--- src/rtl/result_pack_fifo_pkg.sv ---
// Shared types and helpers for the result packer: slot math, popcount and the FIFO entry.
// The entry struct is sized from the package widths; the top-level defaults follow them.
package result_pack_pkg;

    localparam int PKG_DATA_W = 16;
    localparam int PKG_BUS_W  = 256;

    function automatic int slot_count(input int bus_w, input int data_w);
        return bus_w / data_w;
    endfunction

    localparam int PKG_SLOTS  = slot_count(PKG_BUS_W, PKG_DATA_W);
    localparam int SLOT_CNT_W = $clog2(PKG_SLOTS + 1);

    function automatic int popcount(input logic [63:0] v);
        int c;
        c = 0;
        for (int i = 0; i < 64; i++) c += int'(v[i]);
        return c;
    endfunction

    typedef struct packed {
        logic [PKG_BUS_W-1:0]  data;
        logic                  last;
        logic [SLOT_CNT_W-1:0] slots;
    } fifo_entry_t;

    typedef enum logic {ACCUM, FLUSH_PEND} pack_state_e;

endpackage

--- src/rtl/result_pack_fifo_word_fifo.sv ---
// Synchronous word FIFO with a separate occupancy count; a pop frees room for a same-cycle push.
module result_word_fifo
    import result_pack_pkg::*;
#(
    parameter int DEPTH = 4
) (
    input  logic                       clk,
    input  logic                       reset,
    input  logic                       push_i,
    input  fifo_entry_t                entry_i,
    input  logic                       pop_i,
    output fifo_entry_t                entry_o,
    output logic                       full_o,
    output logic                       empty_o,
    output logic [$clog2(DEPTH+1)-1:0] level_o
);

    localparam int PTR_W = $clog2(DEPTH);
    localparam int LVL_W = $clog2(DEPTH + 1);

    fifo_entry_t       mem_q [DEPTH];
    logic [PTR_W-1:0]  wr_ptr_q, rd_ptr_q;
    logic [LVL_W-1:0]  count_q;
    logic              do_push, do_pop;

    assign empty_o = (count_q == '0);
    assign full_o  = (count_q == LVL_W'(DEPTH));
    assign do_pop  = pop_i && !empty_o;
    assign do_push = push_i && (!full_o || do_pop);
    assign entry_o = mem_q[rd_ptr_q];
    assign level_o = count_q;

    // NOTE: storage is not reset; the count alone decides which entries are meaningful.
    always_ff @(posedge clk) begin
        if (do_push) mem_q[wr_ptr_q] <= entry_i;
    end

    always_ff @(posedge clk or posedge reset) begin
        if (reset) begin
            wr_ptr_q <= '0;
            rd_ptr_q <= '0;
            count_q  <= '0;
        end else begin
            if (do_push) wr_ptr_q <= wr_ptr_q + 1'b1;
            if (do_pop)  rd_ptr_q <= rd_ptr_q + 1'b1;
            unique case ({do_push, do_pop})
                2'b10:   count_q <= count_q + 1'b1;
                2'b01:   count_q <= count_q - 1'b1;
                default: count_q <= count_q;
            endcase
        end
    end

endmodule

--- src/rtl/result_pack_fifo.sv ---
// Packs per-lane array results in order into bus words, buffers them, and handles flush/overflow.
// Changing DATA_WIDTH or BUS_WIDTH also requires the matching widths in result_pack_pkg.
module result_pack_fifo
    import result_pack_pkg::*;
#(
    parameter int ARRAY_WIDTH = 4,
    parameter int DATA_WIDTH  = PKG_DATA_W,
    parameter int BUS_WIDTH   = PKG_BUS_W,
    parameter int DEPTH       = 4
) (
    input  logic                                     clk,
    input  logic                                     reset,
    input  logic [ARRAY_WIDTH-1:0]                   res_valid_i,
    input  logic [ARRAY_WIDTH*DATA_WIDTH-1:0]        res_data_i,
    input  logic                                     flush_i,
    output logic [BUS_WIDTH-1:0]                     data_o,
    output logic                                     valid_o,
    input  logic                                     ready_i,
    output logic                                     last_o,
    output logic [$clog2(BUS_WIDTH/DATA_WIDTH+1)-1:0] slots_o,
    output logic [$clog2(DEPTH+1)-1:0]               level_o,
    output logic                                     overflow_o,
    input  logic                                     clear_overflow_i
);

    localparam int SLOTS  = slot_count(BUS_WIDTH, DATA_WIDTH);
    localparam int FILL_W = $clog2(SLOTS);
    localparam int TOT_W  = $clog2(2 * SLOTS);

    pack_state_e                         state_q, state_d;
    logic [SLOTS-1:0][DATA_WIDTH-1:0]    asm_q, asm_d;
    logic [FILL_W-1:0]                   fill_q, fill_d;
    logic                                overflow_q;

    logic [2*SLOTS-1:0][DATA_WIDTH-1:0]  ext_c;
    logic [TOT_W-1:0]                    idx_c, total_c;
    logic                                push_c, push_last_c;
    logic [SLOT_CNT_W-1:0]               push_slots_c;
    fifo_entry_t                         push_entry, head_entry;
    logic                                fifo_full, fifo_empty, pop_c, drop_c;

    // Existing partial word sits in the low slots; this cycle's valid lanes are appended after it.
    // NOTE: every always_comb output is defaulted first so no path can infer a latch.
    always_comb begin
        ext_c            = '0;
        ext_c[SLOTS-1:0] = asm_q;
        idx_c            = TOT_W'(fill_q);
        for (int i = 0; i < ARRAY_WIDTH; i++) begin
            if (res_valid_i[i]) begin
                ext_c[idx_c] = res_data_i[i*DATA_WIDTH +: DATA_WIDTH];
                idx_c        = idx_c + 1'b1;
            end
        end
        total_c = TOT_W'(fill_q) + TOT_W'(popcount(64'(res_valid_i)));
    end

    always_comb begin
        state_d      = state_q;
        asm_d        = asm_q;
        fill_d       = fill_q;
        push_c       = 1'b0;
        push_last_c  = 1'b0;
        push_slots_c = SLOT_CNT_W'(SLOTS);
        unique case (state_q)
            ACCUM: begin
                if (total_c >= TOT_W'(SLOTS)) begin
                    push_c = 1'b1;
                    asm_d  = ext_c[2*SLOTS-1:SLOTS];
                    fill_d = FILL_W'(total_c - TOT_W'(SLOTS));
                    if (flush_i) begin
                        if (total_c == TOT_W'(SLOTS)) push_last_c = 1'b1;
                        else                          state_d     = FLUSH_PEND;
                    end
                end else if (flush_i && total_c != '0) begin
                    push_c       = 1'b1;
                    push_last_c  = 1'b1;
                    push_slots_c = SLOT_CNT_W'(total_c);
                    asm_d        = '0;
                    fill_d       = '0;
                end else begin
                    asm_d  = ext_c[SLOTS-1:0];
                    fill_d = FILL_W'(total_c);
                end
            end
            FLUSH_PEND: begin
                // A flush request arriving here is absorbed by the one already in progress.
                if (total_c > TOT_W'(SLOTS)) begin
                    push_c = 1'b1;
                    asm_d  = ext_c[2*SLOTS-1:SLOTS];
                    fill_d = FILL_W'(total_c - TOT_W'(SLOTS));
                end else begin
                    state_d = ACCUM;
                    asm_d   = '0;
                    fill_d  = '0;
                    if (total_c != '0) begin
                        push_c       = 1'b1;
                        push_last_c  = 1'b1;
                        push_slots_c = SLOT_CNT_W'(total_c);
                    end
                end
            end
            default: state_d = ACCUM;
        endcase
    end

    assign push_entry = '{data: ext_c[SLOTS-1:0], last: push_last_c, slots: push_slots_c};
    assign pop_c      = valid_o && ready_i;
    assign drop_c     = push_c && fifo_full && !pop_c;

    always_ff @(posedge clk or posedge reset) begin
        if (reset) begin
            state_q    <= ACCUM;
            asm_q      <= '0;
            fill_q     <= '0;
            overflow_q <= 1'b0;
        end else begin
            state_q <= state_d;
            asm_q   <= asm_d;
            fill_q  <= fill_d;
            if (drop_c)                overflow_q <= 1'b1;
            else if (clear_overflow_i) overflow_q <= 1'b0;
        end
    end

    result_word_fifo #(.DEPTH(DEPTH)) u_fifo (
        .clk     (clk),
        .reset   (reset),
        .push_i  (push_c),
        .entry_i (push_entry),
        .pop_i   (pop_c),
        .entry_o (head_entry),
        .full_o  (fifo_full),
        .empty_o (fifo_empty),
        .level_o (level_o)
    );

    assign valid_o    = !fifo_empty;
    assign data_o     = valid_o ? head_entry.data  : '0;
    assign last_o     = valid_o ? head_entry.last  : 1'b0;
    assign slots_o    = valid_o ? head_entry.slots : '0;
    assign overflow_o = overflow_q;

endmodule

--- config.mk ---
export PLATFORM = sky130hd
export DESIGN_NAME = result_pack_fifo
export DESIGN_NICKNAME = d
export VERILOG_FILES = /design/src/rtl/result_pack_fifo_pkg.sv /design/src/rtl/result_pack_fifo_word_fifo.sv /design/src/rtl/result_pack_fifo.sv
export SDC_FILE = /design/constraint.sdc
export NUM_CORES = 2
export LEC_CHECK = 0
export CELL_PAD_IN_SITES_DETAIL_PLACEMENT = 1
export CELL_PAD_IN_SITES_GLOBAL_PLACEMENT = 2
export CORE_ASPECT_RATIO = 1.25
export CORE_MARGIN = 4
export CORE_UTILIZATION = 45
export CTS_CLUSTER_SIZE = 24
export DETAILED_ROUTE_END_ITERATION = 8
export GPL_ROUTABILITY_DRIVEN = 0
export PLACE_DENSITY_LB_ADDON = 0.1
export SETUP_SLACK_MARGIN = 0.4
export SLEW_MARGIN = 5
export SYNTH_ARGS = -nofsm -noshare
export SYNTH_HDL_FRONTEND = slang
export SYNTH_HIERARCHICAL = 1
export SYNTH_SLANG_ARGS = --single-unit
--- constraint.sdc ---
create_clock -name clk -period 25.2 [get_ports clk]
set_input_delay 5.04 -clock clk [delete_from_list [all_inputs] [get_ports clk]]
set_output_delay 5.04 -clock clk [all_outputs]
set_load 0.02 [all_outputs]
==> results by group <==
Timing
  – Tmin final: 11.79 ns
  – Relative slew slack: 9.18%
  – Setup_tns: 0 ns
  – RSZ-0062 raised after global routing: no
  – Post-route clock skew: 0.0398 ns
  – Hold_ws: 0.559 ns
  – F_max: 0.0848 GHz
  – Final setup fails: 0
  – Final hold vios: 0
  – Worst-Margin Slew: 1.36 ns
  – Max-slew violations: 0
  – PnR worst setup slack: 13.41 ns
  – Post-route clock period utilization: 46.8%

Logic synthesis
  – Mux share of post-synthesis cell area: 21.3%
  – Post-synthesis register bit count: 1317
  – Most used DFF post-synth: edfxtp_1
  – Post-Synth Simple-Gate Area: 8.14%
  – Synth Area in Compound Gates: 9.66%
  – Synthesized area per cell: 13.5 um^2
  – Main combinational cell family by area after synthesis: multiplexers
  – Post-synth EDFFs: 1048
  – Number of distinct library cells after synthesis: 94
  – Seq/Total Area, Yosys: 56.4%
  – Adder-Cell Fraction of Synth Area: 0.506%
  – Syn nets: 5123
  – Yosys warns: 6
  – Post-synthesis cell count: 5025
  – Synth Area in XOR/XNOR: 0.332%
  – Post-synth ARST share: 20.4%
  – Post-synthesis cell area: 67800 um^2

Setup path
  – Worst setup SP type: primary input
  – Setup CP Type: in2reg
  – R2r endpoint: u_fifo/mem_q[2][150]
  – CP Max Fanout: 62
  – R2r setup slk: 18.09 ns
  – Reg2reg start: fill_q[0]
  – R2R depth: 13
  – Crit path DAT: 12.23 ns
  – Required time worst endpoint: 25.63 ns
  – Setup crit end kind: flop

Pwr
  – PD cells: 128 nW/um^2
  – Peak VDD IR: 0.160 mV
  – Leakage: 0.0303 uW

Cells and area
  – Fill cell count: 14735
  – Final cell count without fillers: 7269
  – Final #Nets: 5233
  – Share of layout cells above drive strength 1: 19.3%
  – Final core occ: 51.5%
  – Syn-to-layout area delta: 13.9%

GRT
  – First-pass GRT wire length: 370000 um
  – Initial antenna violation count: 14
  – Gr usage total: 32.7%
  – Grt total ovfl: 0
  – Via count of the first global-routing pass: 49042
  – Largest net degree at the start of global routing: 142

Place
  – IO buf count: 339
  – Worst slack, placed: 12.69 ns
  – Final HPWL DP: 158000 um
  – Dpl cells: 7005

Clock tree
  – Root Driver: clkbuf_16
  – Num CTS Buffers: 140
  – Clock Latency Late Sink: 0.81 ns
  – Cts hold-fix bufs: 0
  – TritonCTS clock tree: done
  – Postcts setup bufs: 0
  – Clk buf depth: 3
  – CTS H-tree depth: 4
  – CTS Sinks: 1317
  – Post-CTS Resized: 0
  – Worst-path clk slew: 0.06 ns

Min path
  – Worst hold path endpoint: overflow_o
  – Worst hold start: overflow_o
  – Hold crit path type: reg2reg
  – Hold Path Depth: 1

Floorplan
  – Die area: 157000 um^2
  – Chip Width: 355 um
  – Core area: 150000 um^2
  – Die Height: 442 um
  – Ports: 340
  – Number of core rows: 159
  – Initial core utilization: 45.2%

Routing
  – Via-to-Cell Ratio: 6.54
  – Remaining antenna violation count after routing: 0
  – Remaining DRCs: 0
  – Initial drt markers: 4965
  – Routed Wire Length: 260000 um
  – Routed wire per std cell: 35.8 um
  – DR vias: 47574
  – DR pass1 iterations: 7

Run status
  – Status: finished clean

Flow run
  – Max-cap violations: 0
## layout make-up
| type | count | area, um^2 | area share, % |
|---|---|---|---|
| Sequential cell | 1317 | 38200 | 49.5 |
| Clock buffer | 187 | 3830 | 4.97 |
| Antenna cell | 7 | 17.5 | 0.0227 |
| Timing Repair Buffer | 500 | 4430 | 5.74 |
| Multi-Input combinational cell | 3116 | 27200 | 35.3 |
| Clock inverter | 70 | 696 | 0.901 |
| Tap cell | 2012 | 2520 | 3.26 |
| Inverter | 60 | 233 | 0.302 |
## registers in the layout, summed over array words and instances (netlist names)
name             count
asm_q              256
fill_q               4
overflow_o           1
state_q              1
u_fifo/level_o       3
u_fifo/mem_q      1048
u_fifo/rd_ptr_q      2
u_fifo/wr_ptr_q      2
## worst max path at each step
stage | end | from | slack, ns | cells past startpoint
global route | u_fifo/mem_q[2][146] | res_valid_i[3] | 13.22 | 15
finish | u_fifo/mem_q[2][150] | res_valid_i[3] | 13.41 | 15
global placement | u_fifo/mem_q[2][149] | res_valid_i[3] | 12.77 | 15
floorplan | asm_q[0] | reset | 12.95 | 1
detailed placement | u_fifo/mem_q[2][148] | res_valid_i[3] | 12.69 | 15
CTS | u_fifo/mem_q[2][159] | res_valid_i[3] | 13.54 | 15
## layout by cell type (no fill, tap or decap), types with 58 or more instances in the layout
cell	instances
mux4_2	262
nand2_1	268
clkdlybuf4s50_1	290
o311a_1	58
o2bb2ai_1	118
nor2_1	199
mux2i_1	565
edfxtp_1	1048
clkbuf_16	143
inv_1	59
o21ai_0	148
buf_4	155
nor2b_1	267
dfrtp_1	267
a21oi_1	224
nor3_1	96
mux2_2	257
## cells in the mapped netlist, types with 39 or more instances
master	number	area share (%)
mux2_2	257	4.3
o2bb2ai_1	118	1.5
nand2_1	269	1.5
buf_2	76	0.56
a21oi_1	224	1.7
a22o_1	47	0.61
mux4_2	262	8.7
mux2i_1	565	8.3
o311a_1	58	0.86
nor2_1	203	1.1
inv_1	60	0.33
nor2b_1	267	2.5
buf_4	39	0.43
edfxtp_1	1048	46
o211ai_1	39	0.43
clkbuf_1	387	2.1
dfrtp_1	269	9.9
o21ai_0	149	1.1
nor3_1	99	0.73
nand3_1	41	0.30
## per-layer routing
layer | share of wire [%] | track usage [%] | vias to the layer above
li1 | - | - | 19617
met1 | 39 | 43.2 | 25008
met2 | 47 | 51.8 | 2320
met3 | 7.8 | 6.29 | 625
met4 | 6.0 | 16.8 | 4
met5 | 0.010 | 0 | -
## stage by stage
step	power, uW	area [um^2]
finish	9910	77200
global placement	7810	72600
CTS	10000	77200
global route	10400	77200
floorplan	6180	67800
detailed placement	7920	72600
## logic make-up (layout without fill, tap and decap cells)
logic type / count (synthesis) / after routing
adders and majority gates: 25 / 25
AOI/OAI and AO/OA: 912 / 912
other: 0 / 7
xor gates and xnor gates: 17 / 17
muxes: 1085 / 1085
and+or+nand+nor: 1077 / 1077
DFF: 1317 / 1317
buffers and inverters: 592 / 817
## worst max-delay path, stage by stage
cell	delay [ns]
clkdlybuf4s50_1	0.73
fa_1	0.64
inv_1	0.05
fa_1	0.41
fa_1	0.45
nand3b_1	0.39
ha_1	0.43
nand2b_1	0.28
and2_4	0.36
a21oi_1	0.50
buf_4	0.29
o21a_4	0.19
and2_4	0.68
buf_4	0.86
buf_4	0.71
## report_power, final
part / switching, uW / internal [uW] / leakage, uW / total, uW
combinational: 2580 / 1800 / 0.0146 / 4390
sequential: 189 / 3270 / 0.0135 / 3460
clock: 895 / 1170 / 0.00221 / 2070
total: 3670 / 6240 / 0.0303 / 9910
No activity file was read; power rests on OpenSTA's default activity.
